### src/rtl/hazard_ctrl.sv
// hazard_ctrl: pipeline freeze/bubble/flush/halt control with saturating stall and flush counters.
module hazard_ctrl #(
    parameter int CNT_W = 32,
    parameter int RW    = 5
) (
    input  logic             CLK,
    input  logic             nRST,
    input  logic             ihit,
    input  logic             dhit,
    input  logic [RW-1:0]    ifid_rs,
    input  logic [RW-1:0]    ifid_rt,
    input  logic             idex_dREN,
    input  logic [RW-1:0]    idex_rt,
    input  logic             exmem_dREN,
    input  logic             exmem_dWEN,
    input  logic             redirect,
    input  logic             memwb_halt,
    output logic             pc_en,
    output logic             ifid_en,
    output logic             idex_en,
    output logic             exmem_en,
    output logic             memwb_en,
    output logic             ifid_flush,
    output logic             idex_flush,
    output logic             exmem_flush,
    output logic             memwb_flush,
    output logic             halt,
    output logic [CNT_W-1:0] stall_cnt,
    output logic [CNT_W-1:0] flush_cnt
);
    typedef enum logic [1:0] {RUN, REDIR, HALTED} state_t;
    state_t state, next_state;
    logic mem_wait, load_use, flush_ev;
    // {pc_en, ifid/idex/exmem/memwb en, ifid/idex/exmem/memwb flush}
    logic [8:0] ctl;

    assign mem_wait = (exmem_dREN | exmem_dWEN) & ~dhit;
    assign load_use = idex_dREN & (idex_rt != '0) & ((idex_rt == ifid_rs) | (idex_rt == ifid_rt));

    always_ff @(posedge CLK or negedge nRST) begin
        if (!nRST)
            state <= RUN;
        else
            state <= next_state;
    end

    always_comb begin
        next_state = state;
        if (state == HALTED)
            next_state = HALTED;
        else if (memwb_halt)
            next_state = HALTED;
        else if (mem_wait)
            next_state = state;
        else if (state == RUN && redirect)
            next_state = ihit ? RUN : REDIR;
        else if (state == REDIR && ihit)
            next_state = RUN;
    end

    always_comb begin
        ctl = '0;
        flush_ev = 1'b0;
        if (state == HALTED || memwb_halt || mem_wait)
            ctl = '0;
        else if (state == RUN && redirect) begin
            ctl = 9'b1_0001_1110;
            flush_ev = 1'b1;
        end
        else if (state == REDIR)
            ctl = {ihit, 8'b0011_1100};
        else if (load_use || !ihit)
            ctl = 9'b0_0011_0100;
        else
            ctl = 9'b1_1111_0000;
    end

    // outputs read as zero while reset is held, whatever the inputs do
    assign {pc_en, ifid_en, idex_en, exmem_en, memwb_en,
            ifid_flush, idex_flush, exmem_flush, memwb_flush} = nRST ? ctl : 9'b0;
    assign halt = nRST & (state == HALTED);

    always_ff @(posedge CLK or negedge nRST) begin
        if (!nRST) begin
            stall_cnt <= '0;
            flush_cnt <= '0;
        end else begin
            if (state != HALTED && !ctl[8] && stall_cnt != '1)
                stall_cnt <= stall_cnt + 1'b1;
            if (flush_ev && flush_cnt != '1)
                flush_cnt <= flush_cnt + 1'b1;
        end
    end
endmodule

### config.mk
export PLATFORM = sky130hd
export DESIGN_NAME = hazard_ctrl
export DESIGN_NICKNAME = d
export VERILOG_FILES = /design/src/rtl/hazard_ctrl.sv
export SDC_FILE = /design/constraint.sdc
export NUM_CORES = 1
export LEC_CHECK = 0
export ABC_AREA = 1
export ABC_CLOCK_PERIOD_IN_PS = 4360
export BUFFER_PORTS_ARGS = -buffer_cell sky130_fd_sc_hd__buf_2
export CORE_MARGIN = 2
export CORE_UTILIZATION = 55
export DETAILED_ROUTE_END_ITERATION = 10
export HOLD_SLACK_MARGIN = 0.02
export PLACE_DENSITY = 0.81
export SYNTH_ARGS = -nofsm -noshare
export SYNTH_HDL_FRONTEND = slang
export SYNTH_SLANG_ARGS = --single-unit
### constraint.sdc
create_clock -name CLK -period 4.36 [get_ports CLK]
set_input_delay 0 -clock CLK [delete_from_list [all_inputs] [get_ports CLK]]
set_output_delay 0 -clock CLK [all_outputs]
set_load 0.01 [all_outputs]
==> results.yml <==
status:
  run_status: "complete, no violations"
setup_path:
  cp_top_family: "simple AND/OR/NAND/NOR gates"
  crit_buf_inv: 0
  critPathLaunchType: "register"
  cp-end-kind: "register"
  required_ps: 4640
  worst_path_max_delay_cell: "nand3_2"
  path_class: "register to register"
  cp_common_cell: "nand2_1"
  reg2reg_setup_slack_ps: 1590
  crit_chain: "ha_1, nand2_2, nor2_4, nand4_1, nor2_2, nand3b_2, nand3_2, nand2_1, nand2_1"
  critPathMaxStageDelay_ps: 720
  arrival_ps: 3050
  path_max_fanout: 33
cts:
  root_buffer: "clkbuf_8"
  cts_tree: "built"
  clock-sinks: 66
  clk_latency_ps: 350
  cts_buffers: 9
  htree_levels: 3
  cts_buffer_depth: 2
  clk_pin_slew_ps: 70
flow_run:
  cap_violations: 0
die:
  die_w_um: 93.6
  rows: 32
  die_h_um: 93.6
  coreArea_mm2: 0.00777
  dieArea_mm2: 0.00876
  pin_count: 98
  start_util: 0.568
sta:
  period_minus_slack_ps: 2770
  setup_tns_ps: 0
  slew_viol_final: 0
  skew_ps: 13.5
  rsz0062_at_grt: "false"
  setup_viol: 0
  hold_viol_final: 0
  fin_crit_sh: 0.636
  max_clock_freq_ghz: 0.361
  slew_headroom: 0.446
  worstMarginPinSlew_ps: 831
power:
  power_density_mw_per_mm2: 231
  leakagePower_nw: 2.77
  ir_worst_vdd_v: 0.000158
global_route:
  grt_usage: 0.283
  grtUsageMet1: 0.355
  antenna_found_initial: 0
  grt_pass1_wl_mm: 20.1
  busiest_layer: "met2"
  globalRouteMet3Util: 0.0500
  grt_pass1_vias: 4396
  use_met2: 0.488
  gr-total-overflow: 0
  grt_start_max_net_pins: 67
synth:
  synth-seq-cells: 66
  synthFlopType: "dfrtp_1"
  synth_edf_count: 0
  ys_types: 30
  post-synth-top-count-cell: "nand2_1"
  yosys-top-cells-area: "dfrtp_1 37%, nand2_1 19%, xor2_1 7.1%, nand4_1 6.8%, nor2_1 6.5%"
  yosys.area.top_type: "dfrtp_1"
  synthesis.area_mm2: 0.00441
  ys_warn_count: 0
  ys_top_cells_by_count: "222 x nand2_1, 77 x nor2_1, 66 x dfrtp_1"
  async_reset_ff_frac: 1.00
  yosysSeqAreaShare: 0.374
  synth_top_area_frac: 0.374
  syn-num-nets: 669
  avgSynthCellArea_um2: 6.87
  synth_cells: 643
layout:
  finalNetCount: 765
  fill_cells: 721
  fin_util: 0.665
  syn_to_final_growth_pct: 17.1
  antenna_cells: 0
  drive_gt1_frac: 0.180
route:
  drt_iter0_markers: 239
  first_pass_iters: 5
  drc: 0
  wl_per_cell_um: 13.7
  via_per_inst: 5.28
  routed_wl_mm: 11.6
  num_vias: 4471
  ant_nets: 0
place:
  post-dp-hpwl_mm: 8.56
  place_congestion: 1.00
  port_buffers: 96
worst_hold_path:
  min_path_type: "input pin to register"
==> worst register-to-register path: stages (launching register included) <==
cell and delay [ps]:
dfrtp_1 420, ha_1 290, nand2_2 140, nor2_4 140, nand4_1 120, nor2_2 110
nand3b_2 550, nand3_2 720, nand2_1 130, nand2_1 80
==> sequential cells by signal, indices dropped and copies added, names as in the netlist <==
signal,cells
flush_cnt,32
state,2
stall_cnt,32
==> where the power goes <==
group          internal, mW  leakage [nW]  switching (mW)
Sequential            0.613         0.863         0.00174
Clock                 0.280        0.0966           0.244
Combinational        0.0192          1.81          0.0334
Total                 0.913          2.77           0.279
==> logic make-up (layout without fill, tap and decap cells) <==
| group | Yosys count | count (layout) | share of synthesized area |
|---|---|---|---|
| compound gates | 15 | 15 | 0.0179 |
| flops | 66 | 66 | 0.374 |
| fa+ha+maj | 2 | 2 | 0.00567 |
| simple gates | 414 | 414 | 0.407 |
| xor+xnor | 55 | 55 | 0.109 |
| other cells | 1 | 1 | 0.000850 |
| buf+inv | 90 | 191 | 0.0853 |
==> layout make-up <==
| cell class | count | area (um^2) | share of cell area |
|---|---|---|---|
| Clock buffer | 12 | 145 | 0.0281 |
| Timing Repair Buffer | 102 | 533 | 0.103 |
| Inverter | 73 | 274 | 0.0530 |
| Sequential cell | 66 | 1650 | 0.320 |
| Multi-Input combinational cell | 487 | 2390 | 0.462 |
| Tap cell | 102 | 128 | 0.0247 |
| Clock inverter | 4 | 51.3 | 0.00992 |
==> cells in the final DEF (no fill, tap or decap), types with 2 or more instances in the layout <==
cell type,netlist,routed
xnor2_1,19,19
nor4_1,2,2
inv_2,12,12
nor3_1,29,29
nand3b_1,3,3
o21ai_1,6,6
a21oi_1,2,2
inv_1,60,60
ha_1,2,2
o21ai_0,5,5
dlygate4sd3_1,0,3
clkbuf_8,0,10
nand3_1,24,24
nand2_1,222,222
dfrtp_1,66,66
buf_2,4,96
nor2_2,4,4
nor2_1,77,77
buf_4,3,3
clkbuf_1,7,2
nand4_1,48,48
xor2_1,36,36
==> final timing paths <==
kind / to / cells after the start / startpoint
worst min register to register: flush_cnt[8] / 1 / flush_cnt[8]
worst max register to register: stall_cnt[4] / 9 / stall_cnt[0]
max in group asynchronous: state[1] / 3 / nRST
worst min-delay path: state[0] / 5 / dhit
min in group asynchronous: stall_cnt[17] / 3 / nRST
worst max-delay path: stall_cnt[4] / 9 / stall_cnt[0]
==> what timing repair did <==
action / 4_1_cts / 5_1_grt
setup endpoints to repair: 0 / 0
gates resized for setup: 0 / 0
hold endpoints to repair: 68 / 0
hold buffers: 3 / 0
setup buffers: 0 / 0
==> routing by layer <==
layer / vias to the layer above / routed length, um
li1: 2235 / -
met1: 2078 / 5090
met2: 134 / 5690
met3: 24 / 591
met4: 0 / 244
met5: - / 0
==> through the flow <==
step                      instances  hold WS [ps]  instance area (um^2)  setup WS [ps]  power (mW)
final                           846          26.5                  5170           1590        1.19
after global routing            846          46.5                  5170           1280        1.23
after global placement          827           227                  4940           1720       0.675
after floorplan                 643          -296                  4410           2580       0.647
after detailed placement        827           234                  4940           1610       0.678
after CTS                       846          21.5                  5170           1600        1.21
Power figures use the tool's default switching activity.
